$ cat config.mk
export PLATFORM = sky130hd
export DESIGN_NAME = intc_dispatcher
export DESIGN_NICKNAME = d
export VERILOG_FILES = /design/src/rtl/intc_dispatcher.sv
export SDC_FILE = /design/constraint.sdc
export NUM_CORES = 1
export LEC_CHECK = 0
export ABC_AREA = 0
export ABC_CLOCK_PERIOD_IN_PS = 31000
export CAP_MARGIN = 20
export CORE_UTILIZATION = 40
export CTS_BUF_LIST = sky130_fd_sc_hd__clkbuf_4 sky130_fd_sc_hd__clkbuf_8
export DETAILED_ROUTE_END_ITERATION = 6
export DONT_BUFFER_PORTS = 1
export GPL_ROUTABILITY_DRIVEN = 0
export HOLD_SLACK_MARGIN = 0.15
export PLACE_DENSITY_LB_ADDON = 0.2
export SETUP_SLACK_MARGIN = 0.5
export SLEW_MARGIN = 40
export SYNTH_ARGS = -nofsm -noshare
export SYNTH_HDL_FRONTEND = slang
export SYNTH_SLANG_ARGS = --single-unit
$ cat constraint.sdc
create_clock -name pclk_i -period 31 [get_ports pclk_i]
set_input_delay 6.2 -clock pclk_i [delete_from_list [all_inputs] [get_ports pclk_i]]
set_output_delay 6.2 -clock pclk_i [all_outputs]
set_load 0.05 [all_outputs]
$ cat src/rtl/intc_dispatcher.sv
// Priority interrupt dispatcher: latches rising edges of the peripheral
// interrupt lines, gates them with per-source enables, picks the most urgent
// source (round-robin among equal priorities) and presents it to the
// processor until it is acknowledged or the service timeout expires.
module intc_dispatcher #(
    parameter int NO_OF_PERIPHERALS = 16,
    parameter int WIDTH             = $clog2(NO_OF_PERIPHERALS),
    parameter int TIMEOUT_CYCLES    = 256
) (
    input  logic                         pclk_i,
    input  logic                         prst_i,
    input  logic [WIDTH:0]               paddr_i,
    input  logic [WIDTH-1:0]             pwdata_i,
    input  logic                         pwrite_en_i,
    input  logic                         pvalid_i,
    output logic [WIDTH-1:0]             prdata_o,
    output logic                         pready_o,
    input  logic [NO_OF_PERIPHERALS-1:0] interrupt_active_i,
    input  logic                         interrupt_serviced_i,
    output logic [WIDTH-1:0]             interrupt_to_be_serviced_o,
    output logic                         interrupt_valid_o,
    output logic                         timeout_o,
    output logic [NO_OF_PERIPHERALS-1:0] pending_o
);

    localparam int CNT_W = $clog2(TIMEOUT_CYCLES);

    typedef enum logic [2:0] {
        ST_IDLE  = 3'b001,
        ST_ARB   = 3'b010,
        ST_GRANT = 3'b100
    } state_t;

    state_t                         state_r, state_s;
    logic [WIDTH-1:0]               prio_r [NO_OF_PERIPHERALS];
    logic [NO_OF_PERIPHERALS-1:0]   enable_r;
    logic [NO_OF_PERIPHERALS-1:0]   prev_r;
    logic [NO_OF_PERIPHERALS-1:0]   pending_r;
    logic [WIDTH-1:0]               prdata_r;
    logic                           pready_r;
    logic [WIDTH-1:0]               last_grant_r, last_grant_s;
    logic [WIDTH-1:0]               grant_id_r, grant_id_s;
    logic                           grant_valid_r, grant_valid_s;
    logic                           timeout_r, timeout_s;
    logic [CNT_W-1:0]               count_r, count_s;

    logic [NO_OF_PERIPHERALS-1:0]   set_s;
    logic [NO_OF_PERIPHERALS-1:0]   clear_s;
    logic [NO_OF_PERIPHERALS-1:0]   eligible_s;
    logic                           win_found_s;
    logic [WIDTH-1:0]               win_idx_s;
    logic [WIDTH-1:0]               win_pri_s;
    logic [WIDTH-1:0]               scan_idx_s;
    logic [WIDTH-1:0]               reg_idx_s;

    assign reg_idx_s  = paddr_i[WIDTH-1:0];
    assign set_s      = interrupt_active_i & ~prev_r;
    assign eligible_s = pending_r & enable_r;

    // Register file: priorities, enables and the single-cycle access handshake.
    always_ff @(posedge pclk_i) begin
        if (prst_i) begin
            for (int i = 0; i < NO_OF_PERIPHERALS; i++) begin
                prio_r[i] <= {WIDTH{1'b0}};
            end
            enable_r <= {NO_OF_PERIPHERALS{1'b0}};
            prdata_r <= {WIDTH{1'b0}};
            pready_r <= 1'b0;
        end else if (pvalid_i) begin
            pready_r <= 1'b1;
            if (pwrite_en_i) begin
                if (paddr_i[WIDTH]) begin
                    enable_r[reg_idx_s] <= pwdata_i[0];
                end else begin
                    prio_r[reg_idx_s] <= pwdata_i;
                end
            end else begin
                if (paddr_i[WIDTH]) begin
                    prdata_r <= WIDTH'(enable_r[reg_idx_s]);
                end else begin
                    prdata_r <= prio_r[reg_idx_s];
                end
            end
        end else begin
            pready_r <= 1'b0;
        end
    end

    // Edge capture and pending bookkeeping; a new edge beats a same-cycle clear.
    always_ff @(posedge pclk_i) begin
        if (prst_i) begin
            prev_r    <= {NO_OF_PERIPHERALS{1'b0}};
            pending_r <= {NO_OF_PERIPHERALS{1'b0}};
        end else begin
            prev_r    <= interrupt_active_i;
            pending_r <= (pending_r & ~clear_s) | set_s;
        end
    end

    // Winner search: scan from last_grant+1 with wrap, strict '>' keeps the
    // first source in scan order on a priority tie.
    always_comb begin
        win_found_s = 1'b0;
        win_idx_s   = {WIDTH{1'b0}};
        win_pri_s   = {WIDTH{1'b0}};
        scan_idx_s  = {WIDTH{1'b0}};
        for (int k = 1; k <= NO_OF_PERIPHERALS; k++) begin
            scan_idx_s = last_grant_r + WIDTH'(k);
            if (eligible_s[scan_idx_s] && (!win_found_s || (prio_r[scan_idx_s] > win_pri_s))) begin
                win_found_s = 1'b1;
                win_idx_s   = scan_idx_s;
                win_pri_s   = prio_r[scan_idx_s];
            end else begin
                win_found_s = win_found_s;
            end
        end
    end

    // Dispatcher next-state and next-output logic.
    always_comb begin
        state_s       = state_r;
        grant_id_s    = grant_id_r;
        grant_valid_s = grant_valid_r;
        timeout_s     = 1'b0;
        count_s       = count_r;
        last_grant_s  = last_grant_r;
        clear_s       = {NO_OF_PERIPHERALS{1'b0}};
        case (state_r)
            ST_IDLE: begin
                if (|eligible_s) begin
                    state_s = ST_ARB;
                end else begin
                    state_s = ST_IDLE;
                end
            end
            ST_ARB: begin
                if (win_found_s) begin
                    grant_id_s    = win_idx_s;
                    grant_valid_s = 1'b1;
                    count_s       = {CNT_W{1'b0}};
                    state_s       = ST_GRANT;
                end else begin
                    state_s = ST_IDLE;
                end
            end
            ST_GRANT: begin
                if (interrupt_serviced_i) begin
                    clear_s       = {{(NO_OF_PERIPHERALS-1){1'b0}}, 1'b1} << grant_id_r;
                    last_grant_s  = grant_id_r;
                    grant_valid_s = 1'b0;
                    grant_id_s    = {WIDTH{1'b0}};
                    state_s       = ST_IDLE;
                end else if (count_r == CNT_W'(TIMEOUT_CYCLES - 1)) begin
                    last_grant_s  = grant_id_r;
                    grant_valid_s = 1'b0;
                    grant_id_s    = {WIDTH{1'b0}};
                    timeout_s     = 1'b1;
                    state_s       = ST_IDLE;
                end else begin
                    count_s = count_r + CNT_W'(1);
                end
            end
            default: begin
                grant_valid_s = 1'b0;
                grant_id_s    = {WIDTH{1'b0}};
                state_s       = ST_IDLE;
            end
        endcase
    end

    // Dispatcher state and registered grant outputs.
    always_ff @(posedge pclk_i) begin
        if (prst_i) begin
            state_r       <= ST_IDLE;
            grant_id_r    <= {WIDTH{1'b0}};
            grant_valid_r <= 1'b0;
            timeout_r     <= 1'b0;
            count_r       <= {CNT_W{1'b0}};
            last_grant_r  <= WIDTH'(NO_OF_PERIPHERALS - 1);
        end else begin
            state_r       <= state_s;
            grant_id_r    <= grant_id_s;
            grant_valid_r <= grant_valid_s;
            timeout_r     <= timeout_s;
            count_r       <= count_s;
            last_grant_r  <= last_grant_s;
        end
    end

    assign prdata_o                   = prdata_r;
    assign pready_o                   = pready_r;
    assign interrupt_to_be_serviced_o = grant_id_r;
    assign interrupt_valid_o          = grant_valid_r;
    assign timeout_o                  = timeout_r;
    assign pending_o                  = pending_r;

endmodule
# Word level (Yosys, flattened, before mapping)
# Memory sizes are Yosys's and may differ from the RTL's. A register that Yosys moved wholly into a read port is not among the register bits.
# Index checks and enable logic that the tools add are counted.
# word_totals
romBits	0
n_memories	1
reg_bits	74
ramBits	64
latchBits	0
# mem_list
memory	depth	width	read_ports	rd_clocked_by_memory_dff	write_ports	line_no	text
prio_r	16	4	17	1	16	35	logic [WIDTH-1:0] prio_r [NO_OF_PERIPHERALS];
# op_classes
div	0
n_addsub	16
multipliers	0
n_reduce_logical	56
eq_ne	8
n_shift	1
n_lt_le_gt_ge	33
bitwise	9
muxes	120
# op_table
op	n
$mux W4	41
$lt A4 B5 Y1 const B	17
$bmux W1 S4	17
$gt A4 B4 Y1	15
$and A16 B16 Y16	3
$mux W1	47
$add A4 B4 Y4 const B	8
$mux W16	2
$not A16 Y16	2
$mux W8	3
$add A4 B3 Y4 const B	4
$bwmux W16	1
$logic_and A1 B1 Y1	16
$or A16 B16 Y16	1
$pmux W8 S2	1
$reduce_or A16 Y1	1
$shl A1 B4 Y16 const A	1
$logic_not A1 Y1	15
$logic_or A1 B1 Y1	15
$pmux W4 S3	1
$mux W3	3
$pmux W3 S3	1
$add A4 B2 Y4 const B	2
$add A8 B1 Y8 const B	1
18 further kinds	25

# Depth between registers and ports, before layout
# depth
ltp_word	66
depth_mapped	171
ltp_nobuf	156

# Worst setup path after synthesis
# OpenSTA, ideal clock, no wires.
# synth_path
kind	register -> register
start	register last_grant_r[1]
end	register grant_id_r[0] (netlist: interrupt_to_be_serviced_o[0])
t_required_ns	30.880
path_stages_with_launch	163
setup_ns	0.120
period_less_slack_ns	26.157
path_slack_ns	4.843
t_arrival_ns	26.037
cell_sequence	dfxtp_1 -> inv_1 -> clkbuf_1 -> ha_1 -> buf_2 -> clkbuf_1 -> clkbuf_1 -> mux4_2 -> mux2i_1 -> nor3_1 -> a31oi_1 -> inv_1 -> ha_1 -> nand4_1 -> o21a_1 -> o32ai_4 -> buf_2 -> o21a_1 -> (+127 left out) -> o21ai_1 -> and2_1 -> clkbuf_1 -> or2_1 -> nor2_2 -> a221oi_2 -> ha_1 -> nor2b_1 -> o21ai_0 -> nand2b_1 -> a21oi_1 -> a41o_1 -> o31ai_1 -> and2_1 -> inv_1 -> o31ai_1 -> mux2i_1 -> o21ai_1
# synth_via
elab_chain_len	66
elab_cells_between_ends	159
cone_classes	15 x add/sub; 15 x order compare; 1 x eq/ne; 81 x mux; 46 x reduce/logical; 1 x memory
# synth_rtl
element	line_no	text
start, declared	41	logic [WIDTH-1:0] last_grant_r, last_grant_s;
start signal, assigned	179	last_grant_r <= WIDTH'(NO_OF_PERIPHERALS - 1);
start signal, assigned	186	last_grant_r <= last_grant_s;
$add A4 B1 Y4	108	scan_idx_s = last_grant_r + WIDTH'(k);
$bmux W1 S4	109	if (eligible_s[scan_idx_s] && (!win_found_s || (prio_r[scan_idx_s] > win_pri_s))) begin
$mux W1 (implied by the code)	109	
$mux W4 / $mux W1 (equally long branches)	109	
$gt A4 B4 Y1 / $logic_not A1 Y1 (equally long branches)	109	
$logic_or A1 B1 Y1	109	
$logic_and A1 B1 Y1	109	
$mux W4 / $mux W1 (equally long branches)	109	
(+50 left out)	n/a	
$logic_and A1 B1 Y1	109	
$mux W4 / $mux W1 (equally long branches)	109	
$gt A4 B4 Y1 / $logic_not A1 Y1 (equally long branches)	109	
$logic_or A1 B1 Y1	109	
$logic_and A1 B1 Y1	109	
$mux W4 / $mux W1 (equally long branches)	109	
$mux W4 / $ne A2 B2 Y1 (equally long branches)	n/a	
$pmux W4 S3 / $reduce_and A3 Y1 (equally long branches)	n/a	
end signal, assigned	175	grant_id_r <= {WIDTH{1'b0}};
end signal, assigned	182	grant_id_r <= grant_id_s;
end, declared	42	logic [WIDTH-1:0] grant_id_r, grant_id_s;
# Several ways; a longest one is shown, not always the timed one. The select of a mux whose other input is x is not followed.
# A chain may end at the register's enable or synchronous reset.

# Final worst setup path
# layout_path
start	register last_grant_r[0]
end	register grant_id_r[0] (netlist: interrupt_to_be_serviced_o[0])
# Same word-level chain as after synthesis.

==> flow_summary.json <==
{
  "crit_end": "interrupt_to_be_serviced_o[0]",
  "ys_seq_area_frac": 0.2390,
  "grt_overflow": 0,
  "ys_async_sr_fraction": 0,
  "area_delta_synth_final_pct": 5.606,
  "critPathMostFrequentCell": "o21ai_0",
  "relSlewSlack": 0.3812,
  "dpl_worst_slack_ns": 1.027,
  "core_area_mm2": 0.03574,
  "fin_hold_ws_ns": 0.4865,
  "wl_mm": 49.05,
  "grt_pass1_vias": 11594,
  "synth_compound_area_frac": 0.1731,
  "fmax_ghz": 0.03524,
  "crit_fanout": 18,
  "cts_buffers": 17,
  "ir_worst_vdd_mv": 0.02928,
  "status": "completed",
  "syn_nets": 1618,
  "syn_area_mm2": 0.01458,
  "finalMaxSlewViolations": 0,
  "post-route-min-period_ns": 28.38,
  "powerDensity_mw_per_mm2": 28.51,
  "clk_latency_ns": 0.48,
  "p_leak_nw": 5.521,
  "slowest_stage": "a221oi_1",
  "grt_pass1_wl_mm": 73.55,
  "cp_slowest_stage_delay_ns": 0.64,
  "grt_antenna_before_repair": 0,
  "power_mw": 0.4389,
  "drtAntennaViolNets": 0,
  "regArea_mm2": 0.003495,
  "synthSimpleGateAreaFrac": 0.2020,
  "dpl.hpwl_mm": 38.70,
  "ys_dominant_reg_cell": "dfxtp_1",
  "synth_mux_area_frac": 0.2665,
  "io_buffer_count": 0,
  "avgSynthCellArea_um2": 9.589,
  "clockBufferDepth": 2,
  "stdcell_count": 1940,
  "crit_start": "last_grant_r[0]",
  "cts_root_buf": "clkbuf_8",
  "synth_fa_ha_area_frac": 0.05837,
  "grt_usage": 0.2674,
  "period_share": 0.9154,
  "dr_total_vias": 12643,
  "die_w_um": 192.9,
  "place_inst": 1902,
  "diodes": 0,
  "htreeDepth": 4,
  "start_util": 0.4078,
  "cp.arrival_ns": 28.76,
  "synth_top_family_by_area": "multiplexers",
  "setup_slack_ns": 2.622,
  "final_util": 0.4307,
  "cp.required_ns": 31.38,
  "rsz0062_at_grt": "no",
  "dpl_cell_area_mm2": 0.01483,
  "initialDrtViolationCount": 1734,
  "r2r_end": "interrupt_to_be_serviced_o[0]",
  "fillers": 3524,
  "fin_area_mm2": 0.01539,
  "rrSetupSlack_ns": 2.62,
  "r2r_cells": 150,
  "grt_max_degree": 82,
  "cts_tree": "done",
  "layout_common_cells": "nand2_1 (167), mux4_2 (132), o21ai_0 (97)",
  "tightest_slew_ns": 0.9185,
  "synth_cells": 1520,
  "final_common_cell": "nand2_1",
  "max_cap_violations": 0,
  "ios": 57,
  "worstSetupPathType": "register to register",
  "setup_viol": 0,
  "cp-end-kind": "register",
  "min_path_type": "register to register",
  "skew_ns": 0.03149,
  "nets": 1564,
  "drive_gt1_frac": 0.1968,
  "wl_per_cell_um": 25.28,
  "die_y_um": 192.9,
  "rr_startpoint": "last_grant_r[0]",
  "path_clk_slew_ns": 0.12,
  "synth-xor-area-share": 0.01494,
  "first_pass_iters": 6,
  "tns_ns": 0,
  "dieArea_mm2": 0.03720,
  "drc_errors": 0,
  "synth_edf_count": 64,
  "yosysWarningCount": 0,
  "routed_via_density": 6.517,
  "yosysUniqueCellTypes": 99,
  "cp-start-kind": "register",
  "num_rows": 69,
  "cts_sinks": 142,
  "multi_input_comb_area_mm2": 0.01053,
  "ys_ff_latch": 142,
  "min_path_cells": 2,
  "hold_violations": 0
}
==> area by class of cell <==
cell class              instances  share of cell area
multi-input cells            1240              0.6839
flip-flops and latches        142              0.2270
well taps                     461             0.03747
clock buffers                  17             0.01520
repair buffers                 27             0.01463
clock inverters                15             0.01227
inverters                      38            0.009511
==> repair_timing <==
item                                    CTS  global route
endpoints found under the setup margin    0             4
hold buffers                              0             0
gates resized for setup                   0            21
buffers inserted                          0             6
hold endpoints to repair                  0             0
==> routing by layer <==
layer / vias to the layer above / part of all wire / global-route usage
met4: 0 / 0.039 / 0.1008
li1: 5685 / - / -
met1: 6217 / 0.43 / 0.3691
met2: 626 / 0.45 / 0.4151
met5: - / 0 / 0
met3: 115 / 0.084 / 0.04783
==> worst max-delay path: cells and delay by family (launching register included) <==
family	cells	cell delay, ns
buffers and inverters	6	0.92
AND/OR/NAND/NOR	49	7.80
flip-flops	1	0.50
adder cells (fa/ha/maj)	16	4.41
AO/OA/AOI/OAI	76	13.59
multiplexers	3	1.01
==> worst min-delay path by stage <==
stage,start,endpoint,slack [ns]
2_1_floorplan,count_r[7],count_r[7],0.46
3_3_place_gp,prev_r[8],pending_o[8],0.46
3_5_place_dp,prev_r[14],pending_o[14],0.47
4_1_cts,prev_r[14],pending_o[14],0.48
5_1_grt,prev_r[3],pending_o[3],0.51
6_report,prev_r[14],pending_o[14],0.49
==> Yosys cell counts (6+ instances only) <==
cell | n | area [µm²]
a21o_1 | 6 | 45.04
a21oi_1 | 78 | 390.4
a31oi_1 | 16 | 100.1
a41o_1 | 7 | 70.07
and2_1 | 77 | 481.7
and3_1 | 10 | 62.56
and4_1 | 6 | 52.55
buf_1 | 11 | 41.29
buf_2 | 16 | 80.08
buf_6 | 8 | 90.09
clkbuf_1 | 54 | 202.7
dfxtp_1 | 78 | 1562
edfxtp_1 | 64 | 1922
ha_1 | 68 | 850.8
inv_1 | 37 | 138.9
mux2_2 | 13 | 146.4
mux2i_1 | 70 | 700.7
mux4_2 | 132 | 2973
nand2_1 | 168 | 630.6
nand2b_1 | 48 | 300.3
nand3_1 | 38 | 190.2
nand4_1 | 17 | 106.4
nor2_1 | 89 | 334.1
nor2b_1 | 45 | 281.5
nor3_1 | 24 | 120.1
o2111ai_1 | 19 | 166.4
o21a_1 | 28 | 210.2
o21ai_0 | 98 | 490.5
o21ai_1 | 7 | 35.03
o22ai_1 | 8 | 50.05
or2_2 | 24 | 150.1
or3_1 | 11 | 68.82
xnor2_1 | 10 | 87.58
xor2_1 | 8 | 70.07
==> state kept, by name, summed over array words and instances, names as in the netlist, named ones only <==
signal                      count
count_r                         8
enable_r                       16
interrupt_to_be_serviced_o      4
interrupt_valid_o               1
last_grant_r                    4
pending_o                      16
prdata_o                        4
pready_o                        1
prev_r                         16
prio_r                         64
state_r                         3
timeout_o                       1
==> logic make-up (layout without fill, tap and decap cells) <==
logic type | after synthesis | after routing
simple gates | 578 | 578
compound gates | 354 | 354
mux | 219 | 219
flops | 142 | 142
buf+inv | 138 | 97
fa+ha+maj | 68 | 68
xor+xnor | 21 | 21
==> power by group <==
group | total (mW) | switching (mW) | internal (mW)
Combinational | 0.0590 | 0.0301 | 0.0289
Sequential | 0.221 | 0.0182 | 0.203
Clock | 0.159 | 0.0891 | 0.0698
Total | 0.439 | 0.138 | 0.301
No activity file was read; power rests on OpenSTA's default activity.
